[config.mk]
export PLATFORM = sky130hd
export DESIGN_NAME = u_32b_sub_seq
export DESIGN_NICKNAME = d
export VERILOG_FILES = /design/src/rtl/u_32b_sub_seq.sv
export SDC_FILE = /design/constraint.sdc
export NUM_CORES = 1
export LEC_CHECK = 0
export ABC_AREA = 1
export CORE_MARGIN = 3
export CORE_UTILIZATION = 36
export DETAILED_ROUTE_END_ITERATION = 8
export GPL_ROUTABILITY_DRIVEN = 0
export PLACE_DENSITY = 0.64
export SYNTH_ARGS = -nofsm -noshare
export SYNTH_HDL_FRONTEND = slang
export SYNTH_SLANG_ARGS = --single-unit
[constraint.sdc]
create_clock -name clk -period 3.69 [get_ports clk]
set_clock_uncertainty 0.2 [all_clocks]
set_input_delay 0.738 -clock clk [delete_from_list [all_inputs] [get_ports clk]]
set_output_delay 0.738 -clock clk [all_outputs]
set_load 0.02 [all_outputs]
[src/rtl/u_32b_sub_seq.sv]
// ----------------------------------------------------------------------------
// u_32b_sub_seq : 32-bit subtractor, one 4-bit nibble per cycle, LSB first.
// Rev 1.0
// ----------------------------------------------------------------------------
`default_nettype none

module u_32b_sub_seq (
  input  logic        clk,
  input  logic        rst_n,
  input  logic        start,
  input  logic [31:0] a,
  input  logic [31:0] b,
  input  logic        bin,
  output logic [31:0] diff,
  output logic        bout,
  output logic        ovf,
  output logic        zero,
  output logic        busy,
  output logic        done
);

  typedef enum logic [1:0] {
    S_IDLE = 2'd0,
    S_RUN  = 2'd1,
    S_DONE = 2'd2
  } state_t;

  state_t      r_state;
  logic [31:0] r_a;
  logic [31:0] r_b;
  logic [2:0]  r_k;
  logic        r_brw;

  logic [3:0]  w_an;
  logic [3:0]  w_bn;
  logic [3:0]  w_dn;
  logic [4:0]  w_br;

  assign w_an    = r_a[{r_k, 2'b00} +: 4];
  assign w_bn    = r_b[{r_k, 2'b00} +: 4];
  assign w_br[0] = r_brw;

  // w_br[i] is the borrow into bit i of the current nibble
  for (genvar i = 0; i < 4; i++) begin : g_fs
    assign w_dn[i]   = w_an[i] ^ w_bn[i] ^ w_br[i];
    assign w_br[i+1] = (~w_an[i] & w_bn[i]) | (~(w_an[i] ^ w_bn[i]) & w_br[i]);
  end

  always_ff @(posedge clk or negedge rst_n) begin
    if (!rst_n) begin
      r_state <= S_IDLE;
      r_a     <= 32'd0;
      r_b     <= 32'd0;
      r_k     <= 3'd0;
      r_brw   <= 1'b0;
      diff    <= 32'd0;
      bout    <= 1'b0;
      ovf     <= 1'b0;
      zero    <= 1'b0;
      busy    <= 1'b0;
      done    <= 1'b0;
    end else begin
      case (r_state)
        S_RUN: begin
          diff[{r_k, 2'b00} +: 4] <= w_dn;
          r_brw <= w_br[4];
          r_k   <= r_k + 3'd1;
          if (r_k == 3'd7) begin
            // top nibble: borrow into bit 31 is w_br[3], out of bit 31 is w_br[4]
            bout    <= w_br[4];
            ovf     <= w_br[3] ^ w_br[4];
            zero    <= ({w_dn, diff[27:0]} == 32'd0);
            r_state <= S_DONE;
            busy    <= 1'b0;
            done    <= 1'b1;
          end
        end
        default: begin
          done <= 1'b0;
          if (start) begin
            r_a     <= a;
            r_b     <= b;
            r_brw   <= bin;
            r_k     <= 3'd0;
            diff    <= 32'd0;
            r_state <= S_RUN;
            busy    <= 1'b1;
          end else begin
            r_state <= S_IDLE;
            busy    <= 1'b0;
          end
        end
      endcase
    end
  end

endmodule

`default_nettype wire

Yosys cells after proc, flatten, opt, wreduce, memory -nomap -nowiden. Index checks and enable logic that the tools add are counted. W data, S select, Z words.

Add/sub/neg operators: 2. Equal/unequal tests: 3. Shifts and indexed selects: 4. Muxes and demuxes: 15. Bitwise gates (word level): 30. Reductions and logical operators: 4.

Operator list (count): $mux W32 (2); $shiftx A32 B6 Y4 (2); $bwmux W32 (1); $logic_not A32 Y1 (1); $shift A4 B7 Y32 const A (1); $shiftx A4 B7 Y32 (1); $not A1 Y1 (9); $xor A1 B1 Y1 (9); $and A1 B1 Y1 (8); $mux W1 (8); $neg A5 Y7 (1); $mux W3 (2); $mux W2 (2); $or A1 B1 Y1 (4); $reduce_and A2 Y1 (2); $add A3 B1 Y3 const B (1); $eq A3 B3 Y1 const B (1); $eq A2 B1 Y1 const B (1); $ne A2 B2 Y1 const B (1); $reduce_bool A2 Y1 (1).

Flip-flop bits (word level): 107. Logic and storage cells: 69.

Depth between registers and ports, before layout.
Depth after elaboration: 13. Depth in mapped cells: 20.

Worst setup path after synthesis. OpenSTA, ideal clock, no wires.

Path kind: register -> register. Start: register r_k[0]. End: register zero. Library setup time: 0.065 ns. Data arrival time: 3.035 ns. Setup slack: 0.390 ns. Stages on the path, launching flop included: 20. Buffers on the path: 2. Period minus slack after synthesis: 3.300 ns. Cell sequence: dfrtp_1 buf_2 inv_2 buf_2 nor2_1 o22ai_1 nand2_1 nand2_1 fa_1 inv_1 fa_1 fa_1 fa_1 inv_1 nand2_1 nor2_1 nand3_1 nor2_1 nand2_1 nand2_1.

Word-level cells in the longest chain between the ends: 11. Elaborated cells between the ends (all ways): 28. Classes of those cells: eq/ne: 1; shift: 2; bitwise: 23; reduce/logical: 2.

Ends and longest elaborated chain: start: declaration (line 31) `logic [2:0] r_k;`; start signal: assignment (line 67) `r_k <= r_k + 3'd1;`; $shiftx A32 B6 Y4, on equally long branches (line 39, 40); $xor A1 B1 Y1 (line 45, 46); $not A1 Y1 (line 46) `assign w_br[i+1] = (~w_an[i] & w_bn[i]) | (~(w_an[i] ^ w_bn[i]) & w_br[i]);`; $and A1 B1 Y1 (line 46); $or A1 B1 Y1 (line 46); $and A1 B1 Y1 (line 46); $or A1 B1 Y1 (line 46); $and A1 B1 Y1 (line 46); $or A1 B1 Y1 (line 46); $xor A1 B1 Y1 (line 45) `assign w_dn[i] = w_an[i] ^ w_bn[i] ^ w_br[i];`; $logic_not A32 Y1 (line 72) `zero <= ({w_dn, diff[27:0]} == 32'd0);`; end signal: assignment (line 72); end: declaration (line 17) `output logic zero,`.

Several ways; a longest one is shown, not always the timed one. A chain may end at the register's enable or synchronous reset.

Worst setup path after layout. Ends and elaborated chain as after synthesis.

==> impl_metrics.xml <==
<?xml version="1.0" encoding="UTF-8"?>
<metrics>
  <group name="synth">
    <metric name="syn-cell-area" unit="sq mm">0.00522</metric>
    <metric name="yosys_most_used_dff" unit="">sky130_fd_sc_hd__dfrtp_1</metric>
    <metric name="async_reset_ff_frac" unit="">1.00</metric>
    <metric name="syn_area_per_cell" unit="sq um">11.1</metric>
    <metric name="number_of_enable_type_register_cells_in_the_synthesized_netlist" unit="">0</metric>
    <metric name="synth_nets" unit="">549</metric>
    <metric name="syn-instance-count" unit="">470</metric>
    <metric name="ys_top_cells_by_count" unit="">sky130_fd_sc_hd__dfrtp_1, sky130_fd_sc_hd__mux2_4, sky130_fd_sc_hd__nor2_1, sky130_fd_sc_hd__o21ai_0, sky130_fd_sc_hd__nand3_1</metric>
    <metric name="synth-warning-count" unit="">0</metric>
    <metric name="seq_area_frac_synth" unit="">0.503</metric>
    <metric name="ys_top_cells_by_area" unit="">sky130_fd_sc_hd__dfrtp_1, sky130_fd_sc_hd__mux2_4, sky130_fd_sc_hd__o21ai_0, sky130_fd_sc_hd__nor2_1, sky130_fd_sc_hd__nand3_1</metric>
    <metric name="post-synth-top-area-fraction" unit="">0.503</metric>
    <metric name="yosys_register_bits" unit="">105</metric>
    <metric name="synth.largest_area_cell" unit="">sky130_fd_sc_hd__dfrtp_1</metric>
    <metric name="netlist-cell-type-count" unit="">28</metric>
    <metric name="synthMostInstantiatedCell" unit="">sky130_fd_sc_hd__dfrtp_1</metric>
  </group>
  <group name="finish">
    <metric name="area_of_the_multi_input_gates" unit="sq mm">0.00234</metric>
    <metric name="finalCoreUtilization" unit="">0.482</metric>
    <metric name="layout-drive-gt1-share" unit="">0.182</metric>
    <metric name="final_nets" unit="">657</metric>
    <metric name="area_growth_syn_to_layout" unit="%">29.7</metric>
    <metric name="antenna_cells" unit="">0</metric>
    <metric name="sequential_cell_area" unit="sq mm">0.00263</metric>
    <metric name="n_fill_cell" unit="">1261</metric>
  </group>
  <group name="sta">
    <metric name="rsz0062_at_grt" unit="">no</metric>
    <metric name="report.final.setup_viol" unit="">0</metric>
    <metric name="share_of_the_clock_period_used_by_the_worst_path" unit="">0.943</metric>
    <metric name="slew-limit-headroom" unit="">0.329</metric>
    <metric name="final.min_clock_period" unit="ps">3480</metric>
    <metric name="achievable-frequency" unit="MHz">287</metric>
    <metric name="whs" unit="ps">297</metric>
    <metric name="finalMaxSlewViolations" unit="">0</metric>
    <metric name="hold_viol_final" unit="">0</metric>
    <metric name="tightestPinTransition" unit="ps">1010</metric>
    <metric name="finalSetupTns" unit="ps">0</metric>
  </group>
  <group name="critical_path">
    <metric name="critPathLaunchType" unit="">flip-flop</metric>
    <metric name="cp_max_fo" unit="">23</metric>
    <metric name="critical-path-max-stage-delay" unit="ps">540</metric>
    <metric name="crit_required" unit="ps">3780</metric>
    <metric name="critical_path_cell_sequence" unit="">buf_12 &gt; nor2_1 &gt; nor2_1 &gt; o21ai_0 &gt; o211ai_1 &gt; nand2_1 &gt; fa_1 &gt; inv_1 &gt; fa_1 &gt; fa_1 &gt; fa_1 &gt; inv_1 &gt; nand2_1 &gt; nor2_1 &gt; nand3_1 &gt; nor2_1 &gt; nand2_1 &gt; nand2_1</metric>
    <metric name="critPathSlowestCell" unit="">sky130_fd_sc_hd__fa_1</metric>
    <metric name="r2r_slack" unit="ps">210</metric>
    <metric name="critical_path_arrival" unit="ps">3560</metric>
    <metric name="type_of_the_worst_setup_path" unit="">flip-flop to flip-flop</metric>
    <metric name="worst_setup_path_end_kind" unit="">flip-flop</metric>
  </group>
  <group name="floorplan">
    <metric name="die_x" unit="microns">126</metric>
    <metric name="num_io_pins" unit="">105</metric>
    <metric name="chipHeight" unit="microns">126</metric>
    <metric name="placementRows" unit="">43</metric>
    <metric name="initial_utilization" unit="">0.372</metric>
    <metric name="core_area" unit="sq mm">0.0140</metric>
    <metric name="die_outline_area" unit="sq mm">0.0160</metric>
  </group>
  <group name="power">
    <metric name="peak_supply_drop" unit="mV">0.400</metric>
    <metric name="cellLeakagePower" unit="nW">3.11</metric>
    <metric name="pwrdens" unit="mW/mm^2">1010</metric>
    <metric name="power.total" unit="mW">6.81</metric>
  </group>
  <group name="route">
    <metric name="aggregate_routed_wire_length" unit="microns">12400</metric>
    <metric name="via_to_cell_ratio" unit="">5.01</metric>
    <metric name="routed_wire_length_per_instance" unit="microns">16.3</metric>
    <metric name="dr.first_iter.drc_count" unit="">278</metric>
    <metric name="drt-pass1-iter-count" unit="">4</metric>
    <metric name="total_number_of_vias" unit="">3821</metric>
    <metric name="antenna_violating_nets_post_route" unit="">0</metric>
    <metric name="post-route-drc-count" unit="">0</metric>
  </group>
  <group name="outcome">
    <metric name="result_of_the_run" unit="">finished clean</metric>
  </group>
  <group name="global_route">
    <metric name="first_pass_grt_wire_length" unit="microns">20500</metric>
    <metric name="initial_antenna_violation_count" unit="">0</metric>
    <metric name="overflow" unit="">0</metric>
    <metric name="globalRouteTotalUtil" unit="">0.158</metric>
    <metric name="grt_pass1_vias" unit="">3910</metric>
    <metric name="grt_max_degree" unit="">81</metric>
  </group>
  <group name="hold_path">
    <metric name="hold_path.class" unit="">flip-flop to flip-flop</metric>
  </group>
  <group name="clock_tree">
    <metric name="clock_root_buffer_master" unit="">sky130_fd_sc_hd__clkbuf_16</metric>
    <metric name="clk_pin_slew_worst_paths" unit="ps">70</metric>
    <metric name="cts_buffers" unit="">9</metric>
    <metric name="clock_tree.htree_level_count" unit="">3</metric>
    <metric name="post-cts-setup-buffers" unit="">0</metric>
    <metric name="worstSkewPairLatency" unit="ps">340</metric>
    <metric name="clock-sinks" unit="">105</metric>
    <metric name="cts_tree" unit="">yes</metric>
    <metric name="clockBufferDepth" unit="">2</metric>
  </group>
  <group name="placed_design">
    <metric name="io_buffers" unit="">104</metric>
    <metric name="dp_hpwl" unit="microns">9290</metric>
  </group>
  <group name="job">
    <metric name="maxCapViolations" unit="">0</metric>
  </group>
</metrics>
-- final cells by class --
cell class	count	area share
clock inverters	2	0.00555
clock buffers	13	0.0385
flip-flops and latches	105	0.388
repair buffers	119	0.176
well taps	180	0.0333
inverters	22	0.0126
multi-input cells	321	0.345
-- flip-flops by register name (all words and copies together), names as in the netlist --
name     flops
bout         1
diff        32
done         1
ovf          1
r_a         32
r_b         32
r_brw        1
r_k          3
r_state      1
zero         1
-- kinds of logic after synthesis --
logic type | count (synthesis) | share of synthesized area
fa+ha+maj | 11 | 0.0321
compound gates | 87 | 0.0894
buf+inv | 44 | 0.0487
flops | 105 | 0.503
mux | 64 | 0.184
xor+xnor | 1 | 0.00168
simple gates | 158 | 0.140
-- power breakdown --
group          switching, mW  total (mW)  internal, mW
sequential             0.444        2.15          1.71
combinational           1.96        3.70          1.74
clock                  0.395       0.955         0.560
-- metrics by stage --
| stage | std cells | worst slack, ps | area (sq um) |
|---|---|---|---|
| 2_1_floorplan | 470 | 390 | 5220 |
| 3_3_place_gp | 746 | 316 | 6440 |
| 3_5_place_dp | 746 | 240 | 6440 |
| 4_1_cts | 761 | 228 | 6740 |
| 5_1_grt | 762 | 1.02 | 6770 |
| 6_report | 762 | 212 | 6770 |
-- worst paths after layout --
| check | to | from | depth (start not counted) |
|---|---|---|---|
| max | zero$_DFFE_PN0P_ | r_k[0]$_DFFE_PN0P_ | 18 |
| min | zero$_DFFE_PN0P_ | zero$_DFFE_PN0P_ | 2 |
| max reg2reg | zero$_DFFE_PN0P_ | r_k[0]$_DFFE_PN0P_ | 18 |
| min reg2reg | zero$_DFFE_PN0P_ | zero$_DFFE_PN0P_ | 2 |
| max in group asynchronous | r_b[20]$_DFFE_PN0P_ | rst_n | 2 |
| min in group asynchronous | diff[2]$_DFFE_PN0P_ | rst_n | 1 |
-- cell usage in the layout, fill, tap and decap left out, drive strengths merged, types with 5 or more instances in the layout --
cell type	n
buf	15
clkbuf	14
clkdlybuf4s50	103
dfrtp	105
ha	7
inv	21
mux2	64
nand2	33
nand3	43
nand4	14
nor2	65
o211ai	9
o21ai	72
o22ai	5
-- routing by layer --
| layer | global-route usage | up-vias | routed length, microns |
|---|---|---|---|
| li1 | - | 1850 | - |
| met1 | 0.229 | 1836 | 5950 |
| met2 | 0.244 | 117 | 5710 |
| met3 | 0.0295 | 18 | 614 |
| met4 | 0.0473 | 0 | 177 |
| met5 | 0 | - | 0 |
-- worst max-delay path, delay by kind of cell, from the launching register on --
kind,cells,cell delay [ps]
fa+ha+maj,4,1520
buf+inv,3,360
flops,1,470
simple gates,9,690
compound gates,2,190
-- timing repair --
item | in CTS | in global routing
resized for setup | 0 | 3
hold buffers | 0 | 0
setup endpoints to repair | 0 | 1
Power figures use the tool's default switching activity.
